`src/rtl/alu_dec.sv`:
```
// rtl/alu_dec.sv - registered RV32I ALU control decoder with illegal-encoding flag
module alu_dec (
  input  logic       clk,
  input  logic       reset,
  input  logic       opb5,
  input  logic [2:0] funct3,
  input  logic       funct7b5,
  input  logic [1:0] ALUOp,
  output logic [2:0] ALUControl,
  output logic       illegal
);

  localparam logic [2:0] ALU_ADD = 3'b000;
  localparam logic [2:0] ALU_SUB = 3'b001;
  localparam logic [2:0] ALU_AND = 3'b010;
  localparam logic [2:0] ALU_OR  = 3'b011;
  localparam logic [2:0] ALU_XOR = 3'b100;
  localparam logic [2:0] ALU_SLT = 3'b101;

  logic [2:0] ctrl_d, ctrl_q;
  logic       illegal_d, illegal_q;

  // Pure combinational decode; unsupported encodings fall back to ADD so the ALU never sees an undefined select
  always_comb begin
    ctrl_d    = ALU_ADD;
    illegal_d = 1'b0;
    unique case (ALUOp)
      2'b00: ctrl_d = ALU_ADD;
      2'b01: ctrl_d = ALU_SUB;
      2'b10: begin
        unique case (funct3)
          3'b000: ctrl_d = (opb5 && funct7b5) ? ALU_SUB : ALU_ADD;
          3'b010: ctrl_d = ALU_SLT;
          3'b100: ctrl_d = ALU_XOR;
          3'b110: ctrl_d = ALU_OR;
          3'b111: ctrl_d = ALU_AND;
          default: begin
            ctrl_d    = ALU_ADD;
            illegal_d = 1'b1;
          end
        endcase
      end
      default: begin
        ctrl_d    = ALU_ADD;
        illegal_d = 1'b1;
      end
    endcase
  end

  // Output register; reset discards whatever decode is pending at that edge
  always_ff @(posedge clk) begin
    if (reset) begin
      ctrl_q    <= ALU_ADD;
      illegal_q <= 1'b0;
    end else begin
      ctrl_q    <= ctrl_d;
      illegal_q <= illegal_d;
    end
  end

  assign ALUControl = ctrl_q;
  assign illegal    = illegal_q;

endmodule

```
`config.mk`:
```
export PLATFORM = sky130hd
export DESIGN_NAME = alu_dec
export DESIGN_NICKNAME = d
export VERILOG_FILES = /design/src/rtl/alu_dec.sv
export SDC_FILE = /design/constraint.sdc
export NUM_CORES = 1
export LEC_CHECK = 0
export CAP_MARGIN = 20
export CORE_AREA = 4 4 41 43
export DETAILED_ROUTE_END_ITERATION = 8
export DIE_AREA = 0 0 45 47
export PLACE_DENSITY_LB_ADDON = 0.3
export SYNTH_ARGS = -nofsm -noshare
export SYNTH_HDL_FRONTEND = slang
export SYNTH_SLANG_ARGS = --single-unit
export TNS_END_PERCENT = 5
```
`constraint.sdc`:
```
create_clock -name clk -period 1.4 [get_ports clk]
set_clock_uncertainty 0.15 [all_clocks]
set_input_delay 0.28 -clock clk [delete_from_list [all_inputs] [get_ports clk]]
set_output_delay 0.28 -clock clk [all_outputs]
set_load 0.01 [all_outputs]
```
Word-level counts from Yosys, hierarchy flattened
Index checks and enable logic that the tools add are counted.

word-level totals
  register bits = 4
  bits in latches = 0
  memory bits (writable) = 0
  bits in read-only memories = 0
  output and inout bits = 4
  word-level logic and storage cells = 18
  memories kept = 0

operators by class
  add/subtract/negate cells = 0
  $mul = 0
  div/mod/pow operators = 0
  magnitude comparators = 0
  equality and inequality tests = 6
  shift-type cells = 0
  muxes and demuxes = 5
  bitwise operators = 0
  reduce and logical (&&, ||, !) cells = 5

operators with widths
  operator              number
  $pmux W3 S5           1
  $eq A3 B3 Y1 const B  3
  $pmux W3 S2           1
  $reduce_or A5 Y1      1
  $eq A3 B2 Y1 const B  1
  $logic_not A3 Y1      1
  $eq A2 B1 Y1 const B  1
  $eq A2 B2 Y1 const B  1
  $logic_not A2 Y1      1
  $mux W1               2
  $pmux W1 S2           1
  $reduce_or A2 Y1      1
  $logic_and A1 B1 Y1   1

Depth between registers and ports, before layout
  word-level depth = 4
  mapped depth = 5
  depth with buffers taken out = 5

Least setup slack after synthesis
OpenSTA, ideal clock, no wires.

  path kind = input to register
  start = in ALUOp[0]
  end = reg ctrl_q[0], in the netlist ALUControl[0]
  arrival = 0.847 ns
  slack = 0.317 ns
  stages on the path = 4
  buffers on the path = 0
  path through = inv_1 > ha_1 > nand2b_1 > a221oi_2

between the ends
  word-level cells in the longest chain between the ends = 2

ends and longest elaborated chain
  element                                       RTL line  RTL
  start: declaration                            8         input logic [1:0] ALUOp,
  $eq A2 B2 Y1 or $eq A2 B1 Y1 (tied branches)  27        unique case (ALUOp)
  $pmux W3 S2 *                                 27
  end signal: assignment                        56        ctrl_q <= ctrl_d;
  end: declaration                              20        logic [2:0] ctrl_d, ctrl_q;

Every way passes the cells marked *; elsewhere a longest branch is shown, timed or not.
A chain may end at the register's enable or synchronous reset.

Worst setup path after layout
  start = reg ctrl_q[1], in the netlist ALUControl[1]
  end = out ALUControl[1]

RTL lines
  element           RTL line  RTL
  end: declaration  9         output logic [2:0] ALUControl,

No word-level cell between the ends.

==> metrics.md <==
| Metric | Value |
|---|---|
| RSZ-0062 raised after global routing | false |
| Setup TNS | 0 ps |
| Crit path buf inv count | 1 |
| Hold path start | ALUOp[1] |
| Max Fclk | 0.8215 GHz |
| Max-slew violations | 0 |
| DR pass1 iterations | 2 |
| Pwr dens | 850.5 mW/mm^2 |
| Commonest non-fill, non-tap cell in the layout | clkdlybuf4s50_1 |
| Vias per cell | 3.808 |
| Antenna Cells | 0 |
| CTS Buf Count | 3 |
| WP data arrival | 790 ps |
| Area of the multi-input gates | 118.9 um^2 |
| Ys Warns | 0 |
| H-tree levels | 1 |
| Layout Utilization | 0.2856 |
| Worst-margin pin slew | 183.8 ps |
| CP Cell Sequence | dlygate4sd2_1 |
| CP Max Fanout | 1 |
| First-pass GRT wire length | 724 um |
| Status | completed |
| WL/cell | 9.038 um |
| Largest net degree at the start of global routing | 5 |
| Share of the synthesized area in the top cell type | 0.3855 |
| Area leader, netlist | dfxtp_1 |
| IO buf count | 12 |
| Tmin final | 1217 ps |
| Reg area | 80.08 um^2 |
| Root Buffer | clkbuf_4 |
| Reg clk slew, reported paths | 30 ps |
| Final net count | 51 |
| Clock Tree Buf Depth | 2 |
| Slowest stage delay, CP | 280 ps |
| Final wirelength | 470 um |
| Vias | 198 |
| DRC Markers | 0 |
| Setup Fix Bufs, Post-CTS | 0 |
| Cell row count | 13 |
| CTS Sinks | 4 |
| GR Overflow Total | 0 |
| Initial antenna violation count | 0 |
| CP max-delay cell | dfxtp_1 |
| Area Growth Syn to Fin | 78.92% |
| Hold Fails Final Rpt | 0 |
| GP Congestion | 0.6663 |
| Vias in the first global route | 224 |
| Crit Path Category | register to primary output |
| Post-synthesis cell type count | 12 |
| Die area | 0.002115 mm^2 |
| Post-route ant nets | 0 |
| Hold buffers post-CTS | 0 |
| CTS-repair resized insts | 4 |
| Commonest cells after routing, fill and taps aside | 6 x clkdlybuf4s50_1, 4 x dfxtp_1, 4 x dlygate4sd2_1 |
| Worst Hold Class | input port to register |
| Share of cells above drive strength 1 | 0.1351 |
| Die H | 47 um |
| Filler cells | 152 |
| Slew HR | 0.8772 |
| Seq/Total Area, Yosys | 0.3855 |
| Peak VDD IR | 0.0002314 V |
| Final setup viols | 0 |
| Type of origin of the critical path | register |
| IO Pins | 13 |
| Worst Path Required | 970 ps |
| Fin crit share | 0.8695 |
| Drt first-iter violations | 2 |
| Synth Register Bits | 4 |
| Core area | 0.001301 mm^2 |
| Hold Path Depth | 4 |
| # Max-Cap Violations | 0 |
| Worst Setup End Kind | primary output |
| Synth top area cells | dfxtp_1 39%, ha_1 18%, a221oi_2 7.2% |
| Synth Net Count | 34 |
| TritonCTS clock tree | done |
| Starting Density | 0.1596 |
| Synthesized area per cell | 9.441 um^2 |
| Gr usage total | 0.05296 |
| WHS Endpoint | illegal$_SDFF_PP0_ |
| Static Leak | 0.1813 nW |
| Post-Syn Area | 207.7 um^2 |
| Placed inst area | 346.6 um^2 |
| HPWL Detailed | 390.4 um |
| CP delay by family, top | flip-flops |
| Syn Inst Count | 22 |
| Die W | 45 um |
| Design Area, Final | 371.6 um^2 |
cell families (layout without fill, tap and decap cells):
group	count (synthesis)	after routing	synth area share
and+or+nand+nor	9	9	0.2350
xor gates and xnor gates	1	1	0.04218
AOI/OAI and AO/OA	2	2	0.1024
DFF	4	4	0.3856
adders and majority gates	3	3	0.1807
buffers and inverters	3	18	0.05421
state kept, by name, indices dropped and copies added (netlist names):
name,flops
ALUControl,3
illegal,1
cell type report:
| class | instances | area share |
|---|---|---|
| clock buffers | 3 | 0.06061 |
| inverters | 3 | 0.03030 |
| multi-input cells | 15 | 0.3199 |
| flip-flops and latches | 4 | 0.2155 |
| well taps | 15 | 0.05051 |
| repair buffers | 12 | 0.3232 |
metrics by stage:
stage	cells	total power, mW	hold WS, ps	setup slack [ps]
CTS	52	0.3278	474.7	23.68
finish	52	0.3160	423.8	182.7
detailed placement	49	0.1842	717.9	-222.3
global placement	49	0.1821	723.0	-199.9
global route	52	0.3371	443.6	142.7
floorplan	22	0.1464	202.4	316.8
cell usage after synthesis (all sizes together):
| library cell | instances |
|---|---|
| dfxtp | 4 |
| ha | 3 |
| nand3b | 1 |
| inv | 3 |
| nor3b | 1 |
| a31oi | 1 |
| nor3 | 2 |
| a221oi | 1 |
| nor2 | 2 |
| xnor2 | 1 |
| nand2b | 2 |
| nand2 | 1 |
layer usage:
layer	GRT usage	vias to the layer above	share of wire
met5	0	-	0
met4	0.07018	0	0
met3	0.02299	0	0.18
met2	0.07627	13	0.44
met1	0.05011	82	0.37
li1	-	103	-
where the power goes:
| group | internal, mW | total [mW] | switching [mW] |
|---|---|---|---|
| logic | 0.0351 | 0.0593 | 0.0242 |
| clock network | 0.0955 | 0.137 | 0.0417 |
| registers | 0.119 | 0.120 | 0.000725 |
| total | 0.249 | 0.316 | 0.0666 |
how the worst max path moves through the flow:
stage,slack (ps),start,depth (start not counted),endpoint
2_1_floorplan,320,ALUOp[0],4,ALUControl[0]$_SDFF_PP0_
3_3_place_gp,-200,ALUOp[0],6,illegal$_SDFF_PP0_
3_5_place_dp,-220,ALUOp[1],5,ALUControl[0]$_SDFF_PP0_
4_1_cts,20,ALUOp[1],5,ALUControl[0]$_SDFF_PP0_
5_1_grt,140,ALUControl[0]$_SDFF_PP0_,1,ALUControl[0]
6_report,180,ALUControl[1]$_SDFF_PP0_,1,ALUControl[1]
No activity file was read; power rests on OpenSTA's default activity.
